[config.mk]
export PLATFORM = sky130hd
export DESIGN_NAME = countdown_timer
export DESIGN_NICKNAME = d
export VERILOG_FILES = /design/src/rtl/countdown_timer.sv
export SDC_FILE = /design/constraint.sdc
export NUM_CORES = 1
export LEC_CHECK = 0
export ABC_CLOCK_PERIOD_IN_PS = 2900
export CAP_MARGIN = 25
export CELL_PAD_IN_SITES_DETAIL_PLACEMENT = 1
export CELL_PAD_IN_SITES_GLOBAL_PLACEMENT = 1
export CORE_MARGIN = 4
export CORE_UTILIZATION = 41
export DETAILED_ROUTE_END_ITERATION = 7
export GPL_TIMING_DRIVEN = 0
export PLACE_DENSITY = 0.83
export SLEW_MARGIN = 20
export SYNTH_ARGS = -nofsm -noshare
export SYNTH_HDL_FRONTEND = slang
export SYNTH_SLANG_ARGS = --single-unit
[constraint.sdc]
create_clock -name clk -period 2.9 [get_ports clk]
set_input_delay 0.29 -clock clk [delete_from_list [all_inputs] [get_ports clk]]
set_output_delay 0.29 -clock clk [all_outputs]
set_load 0.03 [all_outputs]
[src/rtl/countdown_timer.sv]
// countdown_timer: loadable down-counter with a one-cycle terminal-count pulse.
// A load captures the start value and begins counting down by one per enabled
// clock. On expiry the counter either stops at zero (default) or restarts from
// the last loaded value when COUNTDOWN_AUTORELOAD_EN is defined.
// Reset is synchronous and active-low.

module countdown_timer #(
   parameter int WIDTH = 8
) (
   input  logic             clk,
   input  logic             reset,
   input  logic             load,
   input  logic [WIDTH-1:0] load_val,
   input  logic             en,
   input  logic             stop,
   output logic [WIDTH-1:0] count,
   output logic             busy,
   output logic             zero,
   output logic             done
);

   typedef enum logic [0:0] {
      IDLE = 1'b0,
      RUN  = 1'b1
   } state_t;

   state_t           state_r;
   logic [WIDTH-1:0] count_r;
   logic [WIDTH-1:0] reload_r;
   logic             busy_r;
   logic             zero_r;
   logic             done_r;

   // Timer FSM: load beats stop, stop beats counting; every output is a register.
   always_ff @(posedge clk) begin
      if (!reset) begin
         state_r  <= IDLE;
         count_r  <= {WIDTH{1'b0}};
         reload_r <= {WIDTH{1'b0}};
         busy_r   <= 1'b0;
         zero_r   <= 1'b1;
         done_r   <= 1'b0;
      end else if (load) begin
         count_r  <= load_val;
         reload_r <= load_val;
         if (load_val != {WIDTH{1'b0}}) begin
            state_r <= RUN;
            busy_r  <= 1'b1;
            zero_r  <= 1'b0;
            done_r  <= 1'b0;
         end else begin
            // A zero load expires immediately.
            state_r <= IDLE;
            busy_r  <= 1'b0;
            zero_r  <= 1'b1;
            done_r  <= 1'b1;
         end
      end else begin
         case (state_r)
            IDLE: begin
               done_r <= 1'b0;
            end
            RUN: begin
               if (stop) begin
                  // Abort keeps the current count visible.
                  state_r <= IDLE;
                  busy_r  <= 1'b0;
                  done_r  <= 1'b0;
               end else if (en) begin
                  if (count_r > WIDTH'(1)) begin
                     count_r <= count_r - WIDTH'(1);
                     zero_r  <= 1'b0;
                     done_r  <= 1'b0;
                  end else if (count_r == WIDTH'(1)) begin
                     done_r <= 1'b1;
`ifdef COUNTDOWN_AUTORELOAD_EN
                     // Periodic tick: restart from the captured value.
                     count_r <= reload_r;
                     zero_r  <= (reload_r == {WIDTH{1'b0}});
`else
                     count_r <= {WIDTH{1'b0}};
                     zero_r  <= 1'b1;
                     state_r <= IDLE;
                     busy_r  <= 1'b0;
`endif
                  end else begin
                     // RUN never legitimately holds 0; recover to IDLE at the
                     // last loaded value instead of wrapping below zero.
                     count_r <= reload_r;
                     zero_r  <= (reload_r == {WIDTH{1'b0}});
                     state_r <= IDLE;
                     busy_r  <= 1'b0;
                     done_r  <= 1'b0;
                  end
               end else begin
                  done_r <= 1'b0;
               end
            end
            default: begin
               state_r <= IDLE;
               busy_r  <= 1'b0;
               done_r  <= 1'b0;
            end
         endcase
      end
   end

   assign count = count_r;
   assign busy  = busy_r;
   assign zero  = zero_r;
   assign done  = done_r;

endmodule

==> qor.csv <==
stage,metric,value,unit
outcome,status,"finished, final reports clean",
timing,drv_slew,0,
clocking,cts.sinks,20,
cells_and_area,final_layout_size_suffix_gt1_frac,0.0599,
synth,synthFlopType,dfxtp_1,
grt,antenna_found_initial,0,
synth,synth-edff-count,0,
synth,ys_top_cells_by_area,"dfxtp_1, mux2i_1, nor2b_1",
clocking,cts_buffer_depth,2,
power,p_sw,0.000220,W
place,place_area,1490,sq um
clocking,holdBufCountCts,0,
timing,tightestPinTransition,0.652,ns
detailed_routing,drtIter0Drc,78,
worst_setup_path,criticalPathCategory,flip-flop to flip-flop,
synth,synth_area_per_cell,8.69,sq um
flow_run,max_cap_violations,0,
detailed_routing,route.met2.wl,1.74,mm
power,vdd_drop_max,278,uV
worst_setup_path,worstPathArrival,2.36,ns
place,post-dp-hpwl,2.84,mm
power,power.static_leakage,0.558,nW
worst_setup_path,crit_path_end_kind,flip-flop,
grt,grt_max_degree,11,
clocking,clock_latency,0.29,ns
worst_setup_path,critPathMaxFanout,9,
power,p_per_area,427,nW/um^2
die,rows,19,
worst_setup_path,path_cells,inv_1 -> ha_1 -> or2_1 -> and3_1 -> a2111oi_0 -> o21a_1,
synth,synth_top_cell_by_area,dfxtp_1,
place,gp_congestion,0.823,
power,internal_power,0.000427,W
die,initial_utilization,0.440,
clocking,clockRootBuffer,clkbuf_4,
clocking,numCtsBuffers,3,
power,p_clk_frac,0.211,
die,die_y,62.9,um
cells_and_area,final_cell_mix,"clkdlybuf4s50_1, dfxtp_1, nor2b_1, mux2i_1, clkbuf_1",
clocking,htree_levels,1,
detailed_routing,drc,0,
detailed_routing,dr.pass1.iters,4,
timing,tns,0,ns
cells_and_area,final_nets,184,
timing,period_needed,2.11,ns
detailed_routing,wl,3.71,mm
clocking,cts_tree,built,
worst_setup_path,required,3.15,ns
synth,synthesis.area,1230,sq um
synth,synth_top_area_frac,0.325,
power,power_frac_seq,0.489,
detailed_routing,drt-met1-wl,1.77,mm
worst_setup_path,cpMaxStageDelayCell,dfxtp_1,
synth,async_flop_share,0,
synth,syn_inst,142,
detailed_routing,vias,1235,
timing,fmax,474,MHz
synth,synth_cell_types,47,
worst_setup_path,critPathLaunchType,flip-flop,
timing,finalHoldViolCount,0,
grt,grt_pass1_wl,6.42,mm
synth,yosys_warnings,0,
die,dieWidth,62.9,um
die,io_pins,24,
die,die-area,3950,sq um
detailed_routing,met3_length,167,um
hold_path,hold_path_class,flip-flop to flip-flop,
timing,timing.final.crit_share,0.728,
timing,timing.slew.headroom,0.565,
clocking,clkTransAtPathRegs,0.12,ns
clocking,postCtsSetupBuffers,0,
synth,synth-seq-area-share,0.325,
cells_and_area,utilization,0.540,
detailed_routing,highest_layer,met4,
cells_and_area,postLayoutCellArea,1520,sq um
cells_and_area,syn2layout_area_growth,22.8,%
cells_and_area,final_common_cell,clkdlybuf4s50_1,
clocking,postCtsResizedCells,0,
grt,grt_pass1_vias,1289,
synth,synth_seq_cells,20,
timing,grt_setup_unrepaired,false,
detailed_routing,wl_per_cell,18.7,um
die,core-area,2810,sq um
grt,track_usage,0.201,
power,pwr-share-comb,0.300,
cells_and_area,fillers,336,
grt,grt-ovfl-total,0,
timing,skew,0.00381,ns
timing,setup_violations,0,
power,p_sw_frac,0.340,
detailed_routing,antenna_left,0,
worst_setup_path,critPathMaxStageDelay,0.52,ns
cells_and_area,antennaDiodeCount,0,
place,io_buffers,22,
detailed_routing,via_per_inst,6.24,
synth,synthesis.nets,157,
[power groups by stage]
stage / clock [W] / sequential [W] / combinational (W)
final: 0.000137 / 0.000317 / 0.000194
after global placement: 0 / 0.000320 / 0.000187
after floorplan: 0 / 0.000335 / 0.000106
after global routing: 0.000154 / 0.000321 / 0.000212
after detailed placement: 0 / 0.000322 / 0.000193
after CTS: 0.000140 / 0.000316 / 0.000194
[layer usage]
metal	GRT usage	up-vias
li1	-	591
met1	0.275	610
met2	0.334	30
met3	0.0342	4
met4	0.0358	0
met5	0	-
[sequential cells by signal (all words and copies together), names as in the netlist]
register  count
busy          1
reload_r      8
zero          1
state_r       1
count         8
done          1
[stage by stage]
stage	instances	hold slack (ns)	power (W)	worst slack, ns
detailed placement	195	0.503	0.000515	0.879
floorplan	142	0.427	0.000441	0.929
finish	198	0.528	0.000647	0.790
global placement	195	0.480	0.000507	0.951
global route	198	0.559	0.000687	0.597
CTS	198	0.527	0.000650	0.820
[final timing paths]
kind / start / endpoint / slack, ns / cells after the start
worst max register to register: count[0] / state_r / 0.79 / 6
worst max-delay path: count[0] / state_r / 0.79 / 6
worst min-delay path: zero / zero / 0.53 / 2
worst min register to register: zero / zero / 0.53 / 2
[Yosys cell counts (3+ instances only)]
library cell,n
nand2_1,5
o211ai_1,5
mux2i_1,8
o21ai_1,4
nor3_1,3
clkbuf_1,7
a21boi_0,3
o21a_1,3
dfxtp_1,20
nor2b_1,10
nand3_1,6
a21oi_1,4
inv_1,6
nor2_1,6
nor4_1,4
nand2b_1,6
o31a_1,3
[final cells by class]
| type | count | area (sq um) | area share |
|---|---|---|---|
| plain buffers | 10 | 52.6 | 0.0347 |
| well taps | 31 | 38.8 | 0.0256 |
| repair buffers | 22 | 220 | 0.145 |
| multi-input cells | 106 | 758 | 0.500 |
| clock buffers | 3 | 22.5 | 0.0149 |
| flip-flops and latches | 20 | 400 | 0.264 |
| inverters | 6 | 22.5 | 0.0149 |
[worst max-delay path, delay by kind of cell, from the launching register on]
family | cells | cell delay (ns)
AO/OA/AOI/OAI | 2 | 0.65
adder cells (fa/ha/maj) | 1 | 0.28
buffers and inverters | 1 | 0.08
flip-flops | 1 | 0.52
AND/OR/NAND/NOR | 2 | 0.53
[cell families (layout without fill, tap and decap cells)]
group / Yosys count / in the layout / synth area share
flip-flops: 20 / 20 / 0.325
buffers and inverters: 16 / 41 / 0.0609
AO/OA/AOI/OAI: 42 / 42 / 0.264
multiplexers: 8 / 8 / 0.0649
adder cells (fa/ha/maj): 2 / 2 / 0.0203
AND/OR/NAND/NOR: 54 / 54 / 0.266
No activity file was read; power rests on OpenSTA's default activity.
